$ cat config.mk
export PLATFORM = sky130hd
export DESIGN_NAME = video_timing_controller
export DESIGN_NICKNAME = d
export VERILOG_FILES = /design/src/rtl/video_timing_pkg.sv /design/src/rtl/video_timing_wrap_counter.sv /design/src/rtl/video_timing_controller.sv
export SDC_FILE = /design/constraint.sdc
export NUM_CORES = 1
export LEC_CHECK = 0
export CAP_MARGIN = 20
export CORE_ASPECT_RATIO = 2
export CORE_MARGIN = 4
export CORE_UTILIZATION = 47
export DETAILED_ROUTE_END_ITERATION = 12
export HOLD_SLACK_MARGIN = 0.12
export PLACE_DENSITY = 0.75
export SLEW_MARGIN = 20
export SYNTH_ARGS = -nofsm -noshare
export SYNTH_HDL_FRONTEND = slang
export SYNTH_HIERARCHICAL = 1
export SYNTH_SLANG_ARGS = --single-unit
$ cat constraint.sdc
create_clock -name clk -period 3.7 [get_ports clk]
set_input_delay 0.555 -clock clk [delete_from_list [all_inputs] [get_ports clk]]
set_output_delay 0.555 -clock clk [all_outputs]
set_load 0.02 [all_outputs]
$ cat src/rtl/video_timing_pkg.sv
// Shared timing constants and scan-state encoding for the display timing path.
// Defaults describe 1280x720 with the standard CEA porch and sync widths.
package video_timing_pkg;

    localparam int unsigned H_ACTIVE_720P = 1280;
    localparam int unsigned H_FP_720P     = 110;
    localparam int unsigned H_SYNC_720P   = 40;
    localparam int unsigned H_BP_720P     = 220;
    localparam int unsigned V_ACTIVE_720P = 720;
    localparam int unsigned V_FP_720P     = 5;
    localparam int unsigned V_SYNC_720P   = 5;
    localparam int unsigned V_BP_720P     = 20;

    localparam int unsigned H_TOTAL_720P = H_ACTIVE_720P + H_FP_720P + H_SYNC_720P + H_BP_720P;
    localparam int unsigned V_TOTAL_720P = V_ACTIVE_720P + V_FP_720P + V_SYNC_720P + V_BP_720P;

    // Sync windows are half-open: [BEG, END)
    localparam int unsigned HS_BEG_720P = H_ACTIVE_720P + H_FP_720P;
    localparam int unsigned HS_END_720P = HS_BEG_720P + H_SYNC_720P;
    localparam int unsigned VS_BEG_720P = V_ACTIVE_720P + V_FP_720P;
    localparam int unsigned VS_END_720P = VS_BEG_720P + V_SYNC_720P;

    typedef enum logic [1:0] {
        IDLE,
        RUN,
        DRAIN
    } state_t;

endpackage

$ cat src/rtl/video_timing_wrap_counter.sv
// Modulo counter: advances on en, returns to 0 after TERM or on clear.
// count_next exposes the value being loaded so callers can register decodes aligned with count.
module wrap_counter #(
    parameter int unsigned W    = 12,
    parameter int unsigned TERM = 0
) (
    input  logic         clk,
    input  logic         rst,
    input  logic         en,
    input  logic         clear,
    output logic [W-1:0] count,
    output logic [W-1:0] count_next,
    output logic         wrap
);

    localparam logic [W-1:0] LAST = W'(TERM);

    // Terminal compare comes before the increment, so count never overflows.
    assign wrap = en && (count == LAST);

    always_comb begin
        count_next = count;
        if (clear || wrap) begin
            count_next = '0;
        end else if (en) begin
            count_next = count + W'(1);
        end
    end

    always_ff @(posedge clk) begin
        if (!rst) begin
            count <= '0;
        end else begin
            count <= count_next;
        end
    end

endmodule

$ cat src/rtl/video_timing_controller.sv
// Horizontal/vertical scan sequencer with frame-boundary start/stop control.
// Sync and active decodes are registered from next-state counts so they line up with hcount/vcount.
import video_timing_pkg::*;

module video_timing_controller #(
    parameter int unsigned H_ACTIVE = H_ACTIVE_720P,
    parameter int unsigned H_FP     = H_FP_720P,
    parameter int unsigned H_SYNC   = H_SYNC_720P,
    parameter int unsigned H_BP     = H_BP_720P,
    parameter int unsigned V_ACTIVE = V_ACTIVE_720P,
    parameter int unsigned V_FP     = V_FP_720P,
    parameter int unsigned V_SYNC   = V_SYNC_720P,
    parameter int unsigned V_BP     = V_BP_720P,
    parameter int unsigned SYNC_POL = 1,
    parameter int unsigned CNT_W    = 12
) (
    input  logic             clk,
    input  logic             rst,
    input  logic             en,
    input  logic             start,
    input  logic             stop,
    output logic [CNT_W-1:0] hcount,
    output logic [CNT_W-1:0] vcount,
    output logic             hsync,
    output logic             vsync,
    output logic             active,
    output logic             line_start,
    output logic             frame_start,
    output logic             running
);

    localparam int unsigned H_TOTAL = H_ACTIVE + H_FP + H_SYNC + H_BP;
    localparam int unsigned V_TOTAL = V_ACTIVE + V_FP + V_SYNC + V_BP;

    localparam logic [CNT_W-1:0] H_ACT_C = CNT_W'(H_ACTIVE);
    localparam logic [CNT_W-1:0] V_ACT_C = CNT_W'(V_ACTIVE);
    localparam logic [CNT_W-1:0] HS_BEG  = CNT_W'(H_ACTIVE + H_FP);
    localparam logic [CNT_W-1:0] HS_END  = CNT_W'(H_ACTIVE + H_FP + H_SYNC);
    localparam logic [CNT_W-1:0] VS_BEG  = CNT_W'(V_ACTIVE + V_FP);
    localparam logic [CNT_W-1:0] VS_END  = CNT_W'(V_ACTIVE + V_FP + V_SYNC);
    localparam logic             POL     = (SYNC_POL != 0);

    state_t           state_q, state_d;
    logic             scan, scan_d;
    logic             h_en, h_wrap, v_wrap;
    logic [CNT_W-1:0] h_next, v_next;

    assign scan   = (state_q != IDLE);
    assign scan_d = (state_d != IDLE);
    assign h_en   = en && scan;

    wrap_counter #(
        .W    (CNT_W),
        .TERM (H_TOTAL - 1)
    ) u_hcnt (
        .clk        (clk),
        .rst        (rst),
        .en         (h_en),
        .clear      (!scan),
        .count      (hcount),
        .count_next (h_next),
        .wrap       (h_wrap)
    );

    wrap_counter #(
        .W    (CNT_W),
        .TERM (V_TOTAL - 1)
    ) u_vcnt (
        .clk        (clk),
        .rst        (rst),
        .en         (h_wrap && h_en),
        .clear      (!scan),
        .count      (vcount),
        .count_next (v_next),
        .wrap       (v_wrap)
    );

    // v_wrap is only ever high on an en edge at the last pixel of the frame.
    always_comb begin
        state_d = state_q;
        unique case (state_q)
            IDLE:    if (start && !stop) state_d = RUN;
            RUN:     if (stop) state_d = DRAIN;
            DRAIN: begin
                if (start && !stop) begin
                    state_d = RUN;
                end else if (v_wrap) begin
                    state_d = IDLE;
                end
            end
            default: state_d = IDLE;
        endcase
    end

    always_ff @(posedge clk) begin
        if (!rst) begin
            state_q <= IDLE;
            running <= 1'b0;
            active  <= 1'b0;
            hsync   <= ~POL;
            vsync   <= ~POL;
        end else begin
            state_q <= state_d;
            running <= scan_d;
            active  <= scan_d && (h_next < H_ACT_C) && (v_next < V_ACT_C);
            hsync   <= (scan_d && (h_next >= HS_BEG) && (h_next < HS_END)) ? POL : ~POL;
            vsync   <= (scan_d && (v_next >= VS_BEG) && (v_next < VS_END)) ? POL : ~POL;
        end
    end

    assign line_start  = en && running && (hcount == '0);
    assign frame_start = line_start && (vcount == '0);

endmodule

==> results of run 1 <==
-- cells in the final DEF (no fill, tap or decap), types with 2 or more instances in the layout --
cell type	count
nor2_1	58
clkdlybuf4s50_1	34
dfxtp_1	30
xnor2_1	16
nand2_1	12
inv_1	9
clkbuf_8	8
nor4_1	7
nor3_1	6
nand4_1	6
xor2_1	6
ha_1	4
nor2b_1	3
nand3_1	3
mux2_2	3
buf_4	3
o311ai_4	2
nor3b_1	2
a21oi_1	2
nor4_2	2
o21ai_0	2
nor4bb_1	2
nor4_4	2
nor4b_2	2
-- worst paths after layout --
check | start | end | slack (ns) | depth (start not counted)
worst min-delay path | u_hcnt/count[0] | u_hcnt/count[0] | 0.60 | 2
worst max-delay path | u_hcnt/count[2] | vsync | 0.68 | 10
worst min register to register | u_hcnt/count[0] | u_hcnt/count[0] | 0.60 | 2
worst max register to register | u_hcnt/count[2] | vsync | 0.68 | 10
-- registers in the layout, summed over array words and instances (netlist names) --
| register | count |
|---|---|
| u_vcnt/count | 12 |
| running | 1 |
| u_hcnt/count | 12 |
| vsync | 1 |
| hsync | 1 |
| active | 1 |
| state_q | 2 |
-- report_power, final --
part | internal [mW] | total (mW) | switching [mW] | leakage [nW]
Combinational | 0.0202 | 0.0442 | 0.0239 | 0.420
Sequential | 0.326 | 0.328 | 0.00243 | 0.242
Clock | 0.188 | 0.315 | 0.128 | 0.0575
Total | 0.533 | 0.688 | 0.154 | 0.720
-- metal layers --
layer	share of wire (%)	wire, um	track usage [%]
met1	38	1630	19.9
met2	56	2440	37.6
met3	3.7	160	4.69
met4	2.5	110	10.1
met5	0	0	0
-- layout make-up --
type / count / area (um2) / area share, %
clock buffers: 8 / 110 / 4.86
inverters: 9 / 33.8 / 1.49
multi-input cells: 160 / 1090 / 48.4
flip-flops and latches: 30 / 601 / 26.5
well taps: 49 / 61.3 / 2.71
repair buffers: 37 / 363 / 16.0
-- tightest hold or removal path, delay by kind of cell (launching register included) --
family / cells / cell delay, ns
and+or+nand+nor: 1 / 0.04
DFF: 1 / 0.37
xor gates and xnor gates: 1 / 0.15
==> reports/metrics.cfg, run 1 <==
[layout]
final_nets=252
final_util_pct=62.1
area_growth_pct=27.0
post_route_cells_drive_above_1_share_pct=13.1
final_cells=293
fillCellCount=354
stdcell_area_um2=2260
diodes=0

[setup_path]
crit_top_cell=nor2_1
cp_top_family=simple AND/OR/NAND/NOR gates
worstPathArrival_ns=3.22
path_class=reg2reg
required_ns=3.90
crit_chain=or4_4 > nor4_4 > and2_1 > buf_4 > nand4_2 > nor2_1 > xnor2_1 > nor2_1 > or4bb_1 > nor4_2
slowest_stage=or4_4
crit_fanout=7
critPathLaunchType=flop
max_stage_delay_ns=0.56
cp.buffers_inverters=1
endpoint_kind=flop

[logic_synthesis]
syn_inst=205
syn_nets=214
synth.cell_area_um2=1780
synth_warnings=6
synth.avg_cell_area_um2=8.69

[die]
std_cell_rows=31
io_pins=35
die_height_um=95.1
die_width_um=51.5
core_um2=3650
start_util_pct=48.9
dieArea_um2=4900

[clock_network]
postCtsSetupBuffers=0
cts_htree_levels=2
cts_sinks=30
cts_root_buf=clkbuf_8
ctsHoldBuffers=0
clock_latency_ns=0.29
cts.path.max_buffers=2
tritoncts=yes
clk_pin_slew_ns=0.06
cts_resized=0
cts_made_buffers=5

[power]
p_leak_nw=0.720
vdd_drop_max_mv=0.325
finalPower_mw=0.688
p_per_area_nw_per_um2=304

[timing]
setup_viol=0
rsz0062_at_grt=no
period_share_pct=81.6
clock_skew_ns=0.00702
setup_tns_ns=0
timing.final.ws_setup_ns=0.681
whs_ns=0.603
period_minus_slack_ns=3.02
drv_slew=0
timing.fmax_mhz=331
slew_headroom_pct=60.9
tightest_slew_ns=0.585
hold_viol=0

[global_routing]
grt_first_pass_wirelength_um=7370
antenna_found_initial=0
overflow=0
grtUsageTotal_pct=20.1
grt_max_degree=13
grt_pass1_vias=1655

[place]
place_inst=285
postPlaceCellArea_um2=2150
hpwl_um=3390
pre_cts_slack_ns=0.373
numPortBuffers=34
gp_congestion=0.874

[run]
cap_violations=0

[routing]
route.detailed.drc=0
wl_um=4340
routedWlPerCell_um=14.8
dr_total_vias=1600
drtIter0Drc=48
via_per_inst=5.46
antenna_left=0
drtPass1Iterations=4

[hold_path]
holdCritPathClass=reg2reg

[status]
status=finished clean

Power figures use the tool's default switching activity.
==> run 2: changes to the inputs <==
Clock period 3.7 ns to 3.1 ns, I/O delays scaled along.
==> reports/metrics.cfg, run 2 (synthesized netlist as in run 1, its figures left out) <==
[routing]
met3_length_um=222  ; was 160 um
wl_um=4550  ; was 4340 um
via_per_inst=5.57  ; was 5.46
routedWlPerCell_um=15.0  ; was 14.8 um
wl_met1_um=1520  ; was 1630 um
route.detailed.drc=0  ; unchanged
dr_total_vias=1694  ; was 1600
drtIter0Drc=28  ; was 48
wl_met2_um=2540  ; was 2440 um
top_layer_used=met4  ; unchanged
drtPass1Iterations=4  ; unchanged
antenna_left=0  ; unchanged

[setup_path]
r2r_slack_ns=0.24  ; was 0.68 ns
worstPathArrival_ns=3.08  ; was 3.22 ns
critPathLaunchType=flop  ; unchanged
reg2reg_depth=10  ; unchanged
rr_startpoint=u_hcnt/count[2]  ; unchanged
endpoint_kind=flop  ; unchanged
path_class=reg2reg  ; unchanged
r2r-end=active  ; was vsync
crit_fanout=6  ; was 7
required_ns=3.33  ; was 3.90 ns

[clock_network]
ctsHoldBuffers=0  ; unchanged
clk_pin_slew_ns=0.06  ; about the same
clock_latency_ns=0.28  ; was 0.29 ns
tritoncts=yes  ; unchanged
cts_sinks=30  ; unchanged
cts_htree_levels=2  ; unchanged
cts_root_buf=clkbuf_8  ; unchanged
cts.path.max_buffers=2  ; unchanged
cts_made_buffers=5  ; unchanged

[layout]
final_cell_mix=nor2_1, clkdlybuf4s50_1, dfxtp_1  ; unchanged
final_common_cell=nor2_1  ; unchanged
final_nets=263  ; was 252
diodes=0  ; unchanged
largestRegisters=u_hcnt/count (12), u_vcnt/count (12), state_q (2)  ; unchanged
final_cells=304  ; was 293
stdcell_area_um2=2380  ; was 2260 um2
area_growth_pct=33.6  ; was 27.0%
post_route_cells_drive_above_1_share_pct=19.6  ; was 13.1%

[place]
hpwl_um=3610  ; was 3390 um
numPortBuffers=34  ; unchanged
postPlaceCellArea_um2=2220  ; was 2150 um2
place_inst=294  ; was 285
gp_congestion=0.860  ; was 0.874

[timing]
clock_skew_ns=0.00203  ; was 0.00702 ns
drv_slew=0  ; unchanged
period_minus_slack_ns=2.86  ; was 3.02 ns
hold_viol=0  ; unchanged
setup_viol=0  ; unchanged
rsz0062_at_grt=no  ; unchanged
timing.fmax_mhz=350  ; was 331 MHz
tightest_slew_ns=0.601  ; was 0.585 ns
slew_headroom_pct=59.8  ; was 60.9%
period_share_pct=92.2  ; was 81.6%

[run]
cap_violations=0  ; unchanged

[hold_path]
min-delay-start=state_q[0]  ; was u_hcnt/count[0]
holdCritPathClass=reg2reg  ; unchanged
hold_path_depth=2  ; unchanged
min_to=state_q[0]  ; was u_hcnt/count[0]

[global_routing]
grt_max_degree=13  ; unchanged
grt_first_pass_wirelength_um=7760  ; was 7370 um
grtUsageTotal_pct=21.5  ; was 20.1%
antenna_found_initial=0  ; unchanged
overflow=0  ; unchanged
grt_pass1_vias=1730  ; was 1655

[power]
vdd_drop_max_mv=0.425  ; was 0.325 mV
p_leak_nw=0.811  ; was 0.720 nW
finalPower_mw=0.776  ; was 0.688 mW
p_per_area_nw_per_um2=326  ; was 304 nW/um2

[die]
io_pins=35  ; unchanged
core_um2=3650  ; unchanged
start_util_pct=48.9  ; unchanged
dieArea_um2=4900  ; unchanged
die_height_um=95.1  ; unchanged
std_cell_rows=31  ; unchanged
die_width_um=51.5  ; unchanged

[status]
status=finished clean  ; unchanged

run 2: changes by cell type in the layout (fill, tap and decap cells not counted), moves of 2 or more:
cell and delta:
dfxtp_2 +3, dfxtp_1 -3, buf_6 +2, buf_4 +9, nor4b_4 +2, nor4b_2 -2
clkbuf_8 -2
run 2: final cells by class:
| cell class | instances | area [um2] |
|---|---|---|
| multi-input combinational | 160 | 1130 |
| clock inverter | 1 | 5.00 |
| inverter | 9 | 33.8 |
| sequential | 30 | 604 |
| clock buffer | 7 | 86.3 |
| timing repair buffer | 48 | 455 |
| fill | 332 | 1260 |
| tap | 49 | 61.3 |
run 2: worst max path at each step:
| stage | start | to | slack, ns | cells after the start |
|---|---|---|---|---|
| after CTS | u_hcnt/count[8] | vsync | 0.02 | 9 |
| final | u_hcnt/count[2] | active | 0.24 | 10 |
| after global routing | u_hcnt/count[0] | vsync | 0.03 | 11 |
| after floorplan | u_hcnt/count[7] | vsync | 0.04 | 11 |
| after detailed placement | en | vsync | -0.23 | 11 |
| after global placement | en | vsync | -0.09 | 11 |
run 2: per-layer routing:
layer,vias to the layer above,GRT usage [%]
met1,795,19.2
met3,24,5.01
li1,804,-
met5,-,0
met4,0,13.8
met2,71,40.9
run 2: worst max-delay path: stages, from the launching register on:
cell and delay, ns:
dfxtp_2 0.34, or4_4 0.55, nor4_4 0.18, and2_4 0.19, nor4b_4 0.21, nand3_2 0.17
o31ai_4 0.28, buf_6 0.16, nor2_1 0.05, or3_4 0.39, and4bb_2 0.29
run 2: repair_timing:
item,4_1_cts,5_1_grt
buffers inserted,0,2
setup endpoints to repair,0,3
gates resized for setup,0,12
run 2: where the power goes:
part           switching [mW]  internal, mW  total [mW]
Combinational          0.0314        0.0316      0.0631
Sequential            0.00288         0.389       0.392
Clock                   0.143         0.179       0.321
run 2: through the flow:
step / setup TNS, ns / utilization, % / setup slack, ns / hold slack (ns)
after floorplan: 0 / - / 0.0379 / 0.541
after global placement: -0.156 / 61.0 / -0.0891 / 0.595
after detailed placement: -0.495 / 61.0 / -0.227 / 0.605
after CTS: 0 / 63.5 / 0.0164 / 0.619
after global routing: 0 / 65.3 / 0.0308 / 0.629
final: 0 / 65.3 / 0.242 / 0.576
==> run 3: changes to the inputs <==
Settings changed: CELL_PAD_IN_SITES_DETAIL_PLACEMENT from default to 1, CELL_PAD_IN_SITES_GLOBAL_PLACEMENT from default to 2, CORE_UTILIZATION 47 to 30, PLACE_DENSITY 0.75 to 0.79.
==> reports/metrics.cfg, run 3 (synthesized netlist as in run 1, its figures left out) <==
[setup_path]
r2r-end=vsync  ; was active
worstPathArrival_ns=3.04  ; was 3.08 ns
required_ns=3.29  ; was 3.33 ns
critPathLaunch=state_q[0]  ; was u_hcnt/count[2]
critPathLaunchType=flop  ; unchanged
cp_top_family=simple AND/OR/NAND/NOR gates  ; unchanged
r2r_slack_ns=0.25  ; was 0.24 ns
endpoint_kind=flop  ; unchanged
cp.buffers_inverters=0  ; was 1
slowest_stage=or4bb_1  ; was or4_4
reg2reg_depth=11  ; was 10
crit_cells=11  ; was 10
crit_fanout=7  ; was 6
crit_end=vsync  ; was active
path_class=reg2reg  ; unchanged
crit_chain=nor2_1 > nor2b_4 > nand3b_1 > nor4_4 > and2_4 > nor4b_4 > nand3_2 > o31ai_4 > nor2_2 > or4bb_1 > nor4_2  ; was or4_4 > nor4_4 > and2_4 > nor4b_4 > nand3_2 > o31ai_4 > buf_6 > nor2_1 > or3_4 > and4bb_2
max_stage_delay_ns=0.52  ; was 0.55 ns
rr_startpoint=state_q[0]  ; was u_hcnt/count[2]

[timing]
tightest_slew_ns=0.618  ; was 0.601 ns
rsz0062_at_grt=no  ; unchanged
period_minus_slack_ns=2.85  ; was 2.86 ns
setup_tns_ns=0  ; unchanged
hold_viol=0  ; unchanged
setup_viol=0  ; unchanged
drv_slew=0  ; unchanged
clock_skew_ns=0.00398  ; was 0.00203 ns
period_share_pct=91.9  ; was 92.2%
slew_headroom_pct=58.7  ; was 59.8%
timing.fmax_mhz=351  ; was 350 MHz

[clock_network]
cts_sinks=30  ; unchanged
cts_made_buffers=5  ; unchanged
clk_pin_slew_ns=0.05  ; was 0.06 ns
tritoncts=yes  ; unchanged
ctsHoldBuffers=0  ; unchanged
cts.path.max_buffers=2  ; unchanged
clock_latency_ns=0.28  ; about the same
cts_htree_levels=2  ; unchanged
cts_root_buf=clkbuf_16  ; was clkbuf_8

[die]
die_width_um=62.5  ; was 51.5 um
start_util_pct=30.9  ; was 48.9%
core_um2=5760  ; was 3650 um2
dieArea_um2=7310  ; was 4900 um2
std_cell_rows=39  ; was 31
io_pins=35  ; unchanged
die_height_um=117  ; was 95.1 um

[layout]
final_cell_mix=nor2_1, clkdlybuf4s50_1, dfxtp_1  ; unchanged
final_common_cell=nor2_1  ; unchanged
post_route_cells_drive_above_1_share_pct=22.2  ; was 19.6%
largestRegisters=u_hcnt/count (12), u_vcnt/count (12), state_q (2)  ; unchanged
fillCellCount=678  ; was 332
area_growth_pct=41.6  ; was 33.6%
final_nets=269  ; was 263
diodes=0  ; unchanged

[global_routing]
grt_pass1_vias=1850  ; was 1730
grt_max_degree=13  ; unchanged
overflow=0  ; unchanged
grtUsageTotal_pct=15.7  ; was 21.5%
grt_first_pass_wirelength_um=8980  ; was 7760 um
antenna_found_initial=0  ; unchanged

[power]
p_per_area_nw_per_um2=374  ; was 326 nW/um2
vdd_drop_max_mv=0.224  ; was 0.425 mV
p_leak_nw=0.886  ; was 0.811 nW
finalPower_mw=0.943  ; was 0.776 mW

[routing]
dr_total_vias=1658  ; was 1694
wl_um=5320  ; was 4550 um
antenna_left=0  ; unchanged
via_per_inst=5.15  ; was 5.57
drtIter0Drc=36  ; was 28
routedWlPerCell_um=16.5  ; was 15.0 um
drtPass1Iterations=2  ; was 4
route.detailed.drc=0  ; unchanged

[hold_path]
holdCritPathClass=reg2reg  ; unchanged

[place]
gp_congestion=0.764  ; was 0.860
hpwl_um=4320  ; was 3610 um
numPortBuffers=34  ; unchanged

[status]
status=finished clean  ; unchanged

[run]
cap_violations=0  ; unchanged

==> run 3: changes by cell type in the layout (fill, tap and decap cells not counted), sizes merged <==
cell and change:
buf +6
==> run 3: how the worst min path moves through the flow <==
stage / start / end / slack [ns] / depth (start not counted)
floorplan: stop / state_q[0] / 0.54 / 1
global route: state_q[0] / state_q[0] / 0.64 / 2
detailed placement: u_hcnt/count[0] / u_hcnt/count[0] / 0.62 / 2
finish: state_q[0] / state_q[0] / 0.58 / 2
global placement: u_hcnt/count[0] / u_hcnt/count[0] / 0.60 / 2
CTS: u_hcnt/count[0] / u_hcnt/count[0] / 0.63 / 2
==> run 3: repair_timing <==
item                                    in CTS  in global routing
setup buffers                                2                  1
resized for setup                            0                 17
endpoints found under the setup margin       1                  2
pin swaps                                    2                  7
==> run 3: area by class of cell <==
type / instances / area (um2) / share of cell area (%)
clock buffers: 7 / 143 / 5.65
clock inverters: 1 / 5.00 / 0.198
inverters: 9 / 33.8 / 1.34
multi-input cells: 160 / 1160 / 46.0
flip-flops and latches: 30 / 604 / 24.0
well taps: 61 / 76.3 / 3.03
repair buffers: 54 / 500 / 19.8
==> run 3: power by group <==
part	total (mW)	switching, mW	internal, mW
sequential	0.392	0.00301	0.389
clock	0.488	0.170	0.318
combinational	0.0629	0.0322	0.0307
total	0.943	0.205	0.738
==> run 3: layer usage <==
| layer | share of wire, % | vias to the layer above | global-route usage, % |
|---|---|---|---|
| li1 | - | 815 | - |
| met1 | 36 | 789 | 14.8 |
| met2 | 57 | 41 | 31.8 |
| met3 | 2.8 | 13 | 2.29 |
| met4 | 3.8 | 0 | 9.00 |
| met5 | 0 | - | 0 |
==> run 3: worst min-delay path, stage by stage, from the launching register on <==
cell and delay (ns):
dfxtp_2 0.35, nor2_1 0.13, nor4bb_1 0.07
==> run 3: stage by stage <==
step | setup slack [ns] | cells | instance area, um2 | hold slack, ns | util [%]
after floorplan | 0.0379 | 205 | 1790 | 0.541 | -
after global placement | -0.142 | 311 | 2280 | 0.596 | 39.5
after detailed placement | -0.252 | 311 | 2280 | 0.618 | 39.5
after CTS | 0.0318 | 321 | 2440 | 0.632 | 42.4
after global routing | 0.106 | 322 | 2520 | 0.637 | 43.8
final | 0.251 | 322 | 2520 | 0.580 | 43.8
==> RTL edit (settings of run 1) <==
Encoding of `state_t`: now one-hot (3 bits for 3 states).
--- a/src/rtl/video_timing_pkg.sv
+++ b/src/rtl/video_timing_pkg.sv
@@ -20,10 +20,10 @@
     localparam int unsigned VS_BEG_720P = V_ACTIVE_720P + V_FP_720P;
     localparam int unsigned VS_END_720P = VS_BEG_720P + V_SYNC_720P;
 
-    typedef enum logic [1:0] {
-        IDLE,
-        RUN,
-        DRAIN
+    typedef enum logic [2:0] {
+        IDLE  = 3'b001,
+        RUN   = 3'b010,
+        DRAIN = 3'b100
     } state_t;
 
 endpackage
Check against the original RTL: no difference found for any inputs over 10 cycles, from zero or initial values and one cycle with rst low; not proved beyond that.
==> RTL edit against run 1 <==
- synthesized area rose by 3.4%
- final cell count rose by 3.1%
- sequential power up 3%
- power fell by 5.2%
- routed wire length grew 8.3%
- cell area grew 2.1%
- register-to-register slack got worse by 0.25 ns
- combinational power hardly changed
- core utilization shrank 1.3 points
- sequential cell count is 1 higher
- setup slack got worse by 0.34 ns
- hold slack better by 0.015 ns
- maximum frequency shrank 10%
==> RTL edit: results (changes against run 1) <==
| Metric | Value |
|---|---|
| Biggest registers after layout | u_hcnt/count x12, u_vcnt/count x12, state_q x3 |
| Nets | 260 (+3.2%) |
| Met3 GRT Util | 3.533% (-1.2 points) |
| Post-DP HPWL | 3.671 mm (+8.3%) |
| Peak VDD IR | 0.0002253 V (-31%) |
| Initial DRC count | 37 (-23%) |
| Critical Path AT | 3.55 ns (+0.33 ns) |
| Storage element area | 620.6 um2 (+3.3%) |
| Routability cong. | 0.8360 (-4.3%) |
| Reg2reg path depth | 12 (+2) |
| Share of cells above drive strength 1 | 12.75% (-0.37 points) |
| Vias/cell | 5.623 (+3.0%) |
| Syn nets | 221 (+3.3%) |
| Seq cells | 31 (+3.3%) |
| Vias | 1,698 (+6.1%) |
| Skew final | 0.007908 ns (+0.0008852 ns) |
| Max stage delay cell, worst path | clkdlybuf4s50_1 |
| Crit path largest cell delay | 0.49 ns (-0.07 ns) |
| Multi-input combinational area share | 48.94% (+0.57 points) |
| Inverter count | 10 (+1) |
| Non-clock buffering overhead | 16.03% (about the same) |
| Status | finished clean |
| Met2 usage | 40.23% (+2.7 points) |
| R2r startpoint | u_hcnt/count[0] |
| Met1 track demand over resource | 20.04% (+0.16 points) |
| Synthesized instance count | 212 (+3.4%) |
==> RTL edit: timing repair <==
| action | in CTS | in global routing |
|---|---|---|
| setup buffers | 0 | 2 |
| setup endpoints to repair | 0 | 1 |
| resized for setup | 0 | 0 |
==> RTL edit: power breakdown <==
group          total [mW]  switching [mW]  internal, mW
clock network       0.269           0.123         0.146
registers           0.338         0.00246         0.336
logic              0.0441          0.0247        0.0194
total               0.652           0.151         0.501
==> RTL edit: through the flow <==
step | setup slack, ns | hold WS, ns | area [um2]
3_3_place_gp | 0.1934 | 0.5700 | 2208
2_1_floorplan | 0.4897 | 0.5486 | 1842
4_1_cts | 0.3139 | 0.6177 | 2296
5_1_grt | 0.05262 | 0.6560 | 2311
3_5_place_dp | 0.01354 | 0.5951 | 2208
6_report | 0.3443 | 0.6172 | 2311
==> RTL edit: how the worst max path moves through the flow <==
stage                    start  endpoint  slack [ns]
CTS                         en     vsync        0.31
global route                en     vsync        0.05
detailed placement          en     vsync        0.01
finish                      en     vsync        0.34
global placement            en     vsync        0.19
floorplan           state_q[2]     vsync        0.49
==> RTL edit: metal layers <==
| metal | up-vias | wire, um |
|---|---|---|
| met3 | 22 | 176 |
| met5 | - | 0 |
| met2 | 69 | 2544 |
| met4 | 0 | 276 |
| li1 | 809 | - |
| met1 | 798 | 1700 |
==> RTL edit: worst min-delay path, cell delays in order (launching register included) <==
cell and delay [ns]:
dfxtp_1 0.37, xnor2_1 0.16, nor2_1 0.04
